[src/rtl/layer_stream_host.sv]
// Stream host for a matrix-vector layer: sends an N-word input vector into the
// layer, collects the M result words and reports the transaction latency.
module layer_stream_host #(
  parameter int N       = 4,
  parameter int M       = 8,
  parameter int T       = 16,
  parameter int LOGN    = 2,
  parameter int LOGM    = 3,
  parameter int RDY_GAP = 0,
  parameter int CW      = 16
) (
  input  logic            clk,
  input  logic            reset,
  input  logic            ld_wr_en,
  input  logic [LOGN-1:0] ld_addr,
  input  logic [T-1:0]    ld_data,
  input  logic            start,
  output logic            busy,
  output logic            done,
  output logic [CW-1:0]   cycles,
  input  logic [LOGM-1:0] rd_addr,
  output logic [T-1:0]    rd_data,
  output logic            m_valid,
  input  logic            m_ready,
  output logic [T-1:0]    m_data,
  input  logic            s_valid,
  output logic            s_ready,
  input  logic [T-1:0]    s_data,
  output logic [1:0]      fsm_state
);

  // Both streams: a beat moves on a rising clk edge where valid and ready are
  // both high; m_valid is held with m_data stable until that edge.
  typedef enum logic [1:0] {IDLE = 2'd0, SEND = 2'd1, RECV = 2'd2, DONE = 2'd3} state_t;

  localparam int GW = (RDY_GAP > 0) ? $clog2(RDY_GAP + 1) : 1;
  localparam logic [LOGN:0] N_LIM = (LOGN + 1)'(N);
  localparam logic [LOGM:0] M_LIM = (LOGM + 1)'(M);

  state_t          state, state_nxt;
  logic [T-1:0]    xbuf [N];
  logic [T-1:0]    ybuf [M];
  logic [LOGN-1:0] xidx;
  logic [LOGM-1:0] yidx;
  logic [GW-1:0]   gap;
  logic [CW-1:0]   cnt, cnt_inc;
  logic            m_fire, s_fire, x_last, y_last;

  assign m_valid   = (state == SEND);
  assign s_ready   = (state == RECV) && (gap == '0);
  assign busy      = (state == SEND) || (state == RECV);
  assign done      = (state == DONE);
  assign m_data    = xbuf[xidx];
  assign m_fire    = m_valid && m_ready;
  assign s_fire    = s_valid && s_ready;
  assign x_last    = (xidx == LOGN'(N - 1));
  assign y_last    = (yidx == LOGM'(M - 1));
  assign cnt_inc   = (cnt == {CW{1'b1}}) ? cnt : cnt + 1'b1;
  assign fsm_state = state;

  always_comb begin
    state_nxt = state;
    case (state)
      IDLE:    if (start) state_nxt = SEND;
      SEND:    if (m_fire && x_last) state_nxt = RECV;
      RECV:    if (s_fire && y_last) state_nxt = DONE;
      DONE:    state_nxt = IDLE;
      default: state_nxt = IDLE;
    endcase
  end

  always_ff @(posedge clk) begin
    if (reset) begin
      state  <= IDLE;
      xidx   <= '0;
      yidx   <= '0;
      gap    <= '0;
      cnt    <= '0;
      cycles <= '0;
    end else begin
      state <= state_nxt;
      case (state)
        IDLE: if (start) begin
          xidx <= '0;
          yidx <= '0;
          gap  <= '0;
          cnt  <= '0;
        end
        SEND: begin
          cnt <= cnt_inc;
          if (m_fire) xidx <= xidx + 1'b1;
        end
        RECV: begin
          cnt <= cnt_inc;
          // Throttle window restarts after every accepted result word.
          if (s_fire) begin
            yidx <= yidx + 1'b1;
            gap  <= GW'(RDY_GAP);
            if (y_last) cycles <= cnt_inc;
          end else if (gap != '0) begin
            gap <= gap - 1'b1;
          end
        end
        default: ;
      endcase
    end
  end

  // Buffer storage carries no reset; writes are blocked while reset is high.
  always_ff @(posedge clk) begin
    if (!reset && state == IDLE && ld_wr_en && ({1'b0, ld_addr} < N_LIM))
      xbuf[ld_addr] <= ld_data;
    if (!reset && s_fire)
      ybuf[yidx] <= s_data;
  end

  always_ff @(posedge clk) begin
    if (reset)
      rd_data <= '0;
    else if ({1'b0, rd_addr} < M_LIM)
      rd_data <= ybuf[rd_addr];
    else
      rd_data <= '0;
  end

endmodule
[config.mk]
export PLATFORM = sky130hd
export DESIGN_NAME = layer_stream_host
export DESIGN_NICKNAME = d
export VERILOG_FILES = /design/src/rtl/layer_stream_host.sv
export SDC_FILE = /design/constraint.sdc
export NUM_CORES = 1
export LEC_CHECK = 0
export ABC_CLOCK_PERIOD_IN_PS = 8600
export CORE_UTILIZATION = 55
export DETAILED_ROUTE_END_ITERATION = 8
export PLACE_DENSITY = 0.77
export SETUP_SLACK_MARGIN = 0.3
export SLEW_MARGIN = 20
export SYNTH_ARGS = -nofsm -noshare
export SYNTH_HDL_FRONTEND = slang
export SYNTH_SLANG_ARGS = --single-unit
[constraint.sdc]
create_clock -name clk -period 8.6 [get_ports clk]
set_clock_uncertainty 0.2 [all_clocks]
set_input_delay 2.58 -clock clk [delete_from_list [all_inputs] [get_ports clk]]
set_output_delay 2.58 -clock clk [all_outputs]
set_load 0.05 [all_outputs]
==> results of run 1 <==
cell families after synthesis:
kind of cell / after synthesis
simple gates: 144
mux: 69
compound gates: 73
flops: 249
xor+xnor: 5
fa+ha+maj: 9
buf+inv: 43
metrics by stage:
| stage | worst slack [ns] | instances | hold WS (ns) |
|---|---|---|---|
| 2_1_floorplan | 3.62 | 592 | 0.263 |
| 3_3_place_gp | 3.43 | 893 | 0.245 |
| 3_5_place_dp | 3.42 | 893 | 0.256 |
| 4_1_cts | 2.88 | 938 | 0.264 |
| 5_1_grt | 3.20 | 938 | 0.286 |
| 6_report | 3.32 | 938 | 0.258 |
power by group through the flow:
stage	logic, W	clock network [W]	registers (W)
after floorplan	0.000253	0	0.00140
after global placement	0.000399	0	0.00138
after detailed placement	0.000410	0	0.00138
after CTS	0.000413	0.00112	0.00135
after global routing	0.000438	0.00116	0.00136
final	0.000413	0.00110	0.00135
layout by cell type, fill, tap and decap left out, drive strengths merged, types with 8 or more instances in the layout:
cell           count
a21oi             16
a311oi             9
buf               16
clkbuf            33
clkdlybuf4s50     94
dfxtp             57
edfxtp           192
ha                 9
inv                9
mux2i             20
mux4              48
nand2             26
nand2b             8
nand3             10
nand3b             8
nor2              43
o21ai             17
layout make-up:
cell class              count  share of cell area [%]
flip-flops and latches    249                    58.2
multi-input cells         300                    23.0
repair buffers            110                    8.92
clock buffers              33                    5.95
well taps                 225                    2.37
clock inverters            12                    1.21
inverters                   9                   0.285
flip-flops by register name (all words and copies together) (netlist names), named ones only:
register / flops
fsm_state: 2
rd_data: 16
xidx: 2
yidx: 3
xbuf: 64
cnt: 16
cycles: 16
ybuf: 128
synthesized netlist by cell type, types with 5 or more instances:
cell,n
a21oi_1,16
a311oi_1,9
a31oi_1,7
and3_1,5
buf_2,7
clkbuf_1,19
dfxtp_1,57
edfxtp_1,192
ha_1,9
inv_1,9
mux2i_1,20
mux4_2,48
nand2_1,26
nand2b_1,8
nand3_1,9
nand3b_1,8
nand4_1,5
nor2_1,43
nor3_1,7
o21ai_0,17
o31ai_1,5
or3_1,5
xnor2_1,5
metal layers:
metal	GRT usage [%]	vias up	share of wire, %
li1	-	2554	-
met1	28.7	2812	41
met2	37.2	198	51
met3	3.22	34	6.0
met4	6.99	0	1.8
met5	0	-	0
critical path, stage by stage, from the launching register on:
cell and delay, ns:
dfxtp_2 0.68, mux4_2 0.59, clkdlybuf4s50_1 0.72
worst paths after layout:
path	to	slack [ns]	cells after the start
min reg2reg	cycles[4]$_SDFFE_PP0P_	0.26	2
min	cycles[4]$_SDFFE_PP0P_	0.26	2
max	m_data[5]	3.32	2
max reg2reg	cnt[0]$_SDFFE_PP0P_	5.74	5
==> impl_metrics.tcl, run 1 <==
set metrics [dict create \
    outcome "finished clean" \
    synth_cells 592 \
    synth_seq_cells 249 \
    clockPowerShare_pct 38.3 \
    vias 5598 \
    cp-start-kind "register" \
    drv_cap 0 \
    clock_sinks 249 \
    dp_hpwl_um 11600 \
    crit_required_ns 5.82 \
    dr.first_iter.drc_count 369 \
    crit_fanout 16 \
    die-area_mm2 0.0184 \
    tns_ns 0 \
    combPwrFrac_pct 14.4 \
    cts-hold-fix-buffers 0 \
    arrival_ns 2.50 \
    p_leak_nw 3.83 \
    yosysSeqAreaShare_pct 70.3 \
    globalplace.congestion 0.888 \
    vias_per_cell 5.97 \
    worstSkewPairLatency_ns 0.51 \
    grt_pass1_wl_um 30200 \
    yosysTopAreaCellShare_pct 58.7 \
    drv_slew 0 \
    clk_path_buf_depth 3 \
    synth_compound_area_share_pct 4.93 \
    max_slew_margin_pct 33.2 \
    synth_top_cell_by_area "edfxtp_1" \
    port-buffer-count 96 \
    grt_max_degree 63 \
    tightestPinTransition_ns 0.993 \
    drive_gt1_share_pct 17.0 \
    p_sw_share_pct 25.2 \
    gr-usage-all-layers_pct 21.8 \
    total_power_w 0.00287 \
    final_area_mm2 0.0119 \
    synthSimpleGateAreaFrac_pct 7.99 \
    criticalPathCategory "register to primary output" \
    rows 48 \
    cts_resized 0 \
    min_from "cycles[4]$_SDFFE_PP0P_" \
    finalHoldViolCount 0 \
    clk_pin_slew_ns 0.06 \
    synthesis.nets 644 \
    die_y_um 136 \
    cts_setup_buffers 0 \
    place_area_mm2 0.0110 \
    p_seq_share_pct 47.2 \
    avgRoutedWirePerCell_um 20.6 \
    grt_pass1_vias 5604 \
    die_width_um 136 \
    synthAdderAreaFrac_pct 1.15 \
    async_reset_ff_share_pct 0 \
    min_period_over_period_pct 61.4 \
    powerDensity_mw_per_mm2 242 \
    syn_to_final_growth_pct 20.8 \
    regArea_mm2 0.00691 \
    nets 747 \
    synth_top_family_by_area "multiplexers" \
    fillers 1122 \
    synth_area_mm2 0.00982 \
    ant_nets 0 \
    fmax_ghz 0.189 \
    ir_worst_vdd_uv 197 \
    synth_edf_count 192 \
    cts_tree "done" \
    rsz0062_at_grt "no" \
    crit_path_end_kind "primary output" \
    dr.pass1.iters 5 \
    synth.distinct_cells 55 \
    synthFlopType "edfxtp_1" \
    htreeDepth 1 \
    p_int_w 0.00214 \
    fin_util_pct 68.4 \
    hold_class "register to register" \
    coreArea_mm2 0.0174 \
    root_buffer "clkbuf_16" \
    antenna_found_initial 0 \
    p_sw_w 0.000724 \
    setup_viol 0 \
    synth-xor-area-share_pct 0.446 \
    synthTopCellsByArea "edfxtp_1, dfxtp_1, mux4_2" \
    grt-ovfl-total 0 \
    yosysWarnings 0 \
    synthMuxAreaShare_pct 13.2 \
    drc 0 \
    r2r_start "cnt[0]$_SDFFE_PP0P_" \
    multi_input_area_mm2 0.00273 \
    wl_um 19400 \
    pin_count 97 \
    avgSynthCellArea_um2 16.6 \
    cts_buffers 25 \
    initial_core_util_pct 56.6 \
    antennaDiodeCount 0 \
    fin_crit_ns 5.28 \
]
Power figures use the tool's default switching activity.
==> run 2: changes to the inputs <==
--- a/config.mk
+++ b/config.mk
@@ -5,10 +5,10 @@
 export SDC_FILE = /design/constraint.sdc
 export NUM_CORES = 1
 export LEC_CHECK = 0
-export ABC_CLOCK_PERIOD_IN_PS = 8600
-export CORE_UTILIZATION = 55
+export ABC_CLOCK_PERIOD_IN_PS = 4800
+export CORE_UTILIZATION = 51
 export DETAILED_ROUTE_END_ITERATION = 8
-export PLACE_DENSITY = 0.77
+export PLACE_DENSITY = 0.75
 export SETUP_SLACK_MARGIN = 0.3
 export SLEW_MARGIN = 20
 export SYNTH_ARGS = -nofsm -noshare
==> constraint.sdc (replaced) <==
create_clock -name clk -period 4.8 [get_ports clk]
set_clock_uncertainty 0.2 [all_clocks]
set_input_delay 1.44 -clock clk [delete_from_list [all_inputs] [get_ports clk]]
set_output_delay 1.44 -clock clk [all_outputs]
set_load 0.05 [all_outputs]
==> impl_metrics.tcl, run 2 (same netlist as run 1, synthesis figures left out) <==
set metrics [dict create \
    outcome "finished clean" \
    r2r_start "cnt[0]$_SDFFE_PP0P_" \
    antenna_found_initial 0 \
    port-buffer-count 96 \
    powerDensity_mw_per_mm2 425 \
    vias 5565 \
    ir_worst_vdd_uv 308 \
    crit_required_ns 3.16 \
    die_y_um 141 \
    cp_slowest_stage_delay_ns 0.82 \
    worstSkewPairLatency_ns 0.51 \
    crit_path_end_kind "primary output" \
    cts-hold-fix-buffers 0 \
    wl_um 19200 \
    cts_tree "done" \
    cts_buffers 25 \
    clk_path_buf_depth 3 \
    initial_core_util_pct 52.3 \
    dr.pass1.iters 4 \
    gr-usage-all-layers_pct 20.2 \
    hold_class "register to register" \
    tightestPinTransition_ns 0.903 \
    p_leak_nw 3.81 \
    die-area_mm2 0.0198 \
    tns_ns 0 \
    drv_slew 0 \
    htreeDepth 1 \
    avgRoutedWirePerCell_um 20.2 \
    cts_resized 0 \
    grt-ovfl-total 0 \
    largest_reg_flops 128 \
    critPathTopFamily "flip-flops" \
    fin_crit_ns 4.13 \
    crit_slowest_cell "dfxtp_1" \
    dr.first_iter.drc_count 430 \
    coreArea_mm2 0.0188 \
    globalplace.congestion 0.869 \
    crit_chain "mux4_2 -> clkdlybuf4s50_1" \
    most-common-layout-cells "edfxtp_1, clkdlybuf4s50_1, dfxtp_1, mux4_2, nor2_1" \
    pin_count 97 \
    syn_to_final_growth_pct 20.8 \
    combPwrFrac_pct 15.0 \
    arrival_ns 2.49 \
    fmax_ghz 0.242 \
    ant_nets 0 \
    p_sw_share_pct 25.5 \
    antennaDiodeCount 0 \
    p_sw_w 0.00128 \
    clk_pin_slew_ns 0.06 \
    cp-start-kind "register" \
    die_width_um 141 \
    clock_sinks 249 \
    final_common_cell "edfxtp_1" \
    drc 0 \
    grt_pass1_vias 5727 \
    crit_fanout 16 \
    setup_viol 0 \
    grt_pass1_wl_um 30600 \
    place_inst 906 \
    nets 751 \
    vias_per_cell 5.85 \
    min_from "cycles[2]$_SDFFE_PP0P_" \
    root_buffer "clkbuf_16" \
    instances_no_fill 951 \
    min_period_over_period_pct 86.1 \
    rsz0062_at_grt "no" \
    critPathBufInv 1 \
    clockPowerShare_pct 37.1 \
    drive_gt1_share_pct 16.3 \
    criticalPathCategory "register to primary output" \
    p_int_w 0.00375 \
    finalHoldViolCount 0 \
    max_slew_margin_pct 38.1 \
    dp_hpwl_um 12100 \
    top_register "ybuf" \
    rows 50 \
    p_seq_share_pct 47.9 \
    drv_cap 0 \
    grt_max_degree 44 \
    cts_setup_buffers 0 \
    reg_top3 "ybuf x128, xbuf x64" \
]
run 2: cell count changes in the layout (fill, tap and decap cells not counted), sizes merged:
cell	previous run	this run
clkinvlp	2	3
clkbuf	33	36
clkinv	7	3
buf	16	20
bufinv	3	2
inv	9	10
run 2: worst paths after layout:
| check | endpoint | slack [ns] | cells after the start |
|---|---|---|---|
| setup / recovery | m_data[0] | 0.67 | 2 |
| hold / removal | cycles[2]$_SDFFE_PP0P_ | 0.25 | 2 |
| setup reg to reg | cnt[0]$_SDFFE_PP0P_ | 2.09 | 5 |
| hold reg to reg | cycles[2]$_SDFFE_PP0P_ | 0.25 | 2 |
run 2: metrics by stage:
stage	power, W	instance area (µm²)	setup WS (ns)	hold slack [ns]	util [%]
after global routing	0.00522	11900	0.570	0.289	63.2
after global placement	0.00319	11100	1.09	0.250	59.0
final	0.00504	11900	0.666	0.254	63.2
after CTS	0.00507	11900	0.611	0.254	63.2
after detailed placement	0.00322	11100	1.02	0.248	59.0
after floorplan	0.00296	9820	0.963	0.263	-
run 2: power by group through the flow:
stage / Sequential [W] / Combinational, W / Clock (W)
global route: 0.00242 / 0.000808 / 0.00199
finish: 0.00241 / 0.000756 / 0.00187
global placement: 0.00245 / 0.000736 / 0
floorplan: 0.00250 / 0.000454 / 0
detailed placement: 0.00246 / 0.000757 / 0
CTS: 0.00241 / 0.000760 / 0.00190
run 2: layout make-up:
type                       instances  area (µm²)
clock inverter                     9         105
fill                            1331        6910
timing repair buffer             114        1100
clock buffer                      36         687
tap                              234         293
multi-input combinational        300        2730
inverter                           9        33.8
sequential                       249        6910
run 2: routing by layer:
layer  vias to the layer above  track usage [%]  share of wire (%)
met2                       188             35.3                 51
met5                         -                0                  0
met4                         0             4.98                1.5
met3                        25             3.26                5.5
li1                       2557                -                  -
met1                      2795             26.4                 42
run 2: worst min-delay path: stages (launching register included):
cell,delay [ns]
dfxtp_1,0.31
nand2_1,0.05
a21oi_1,0.05
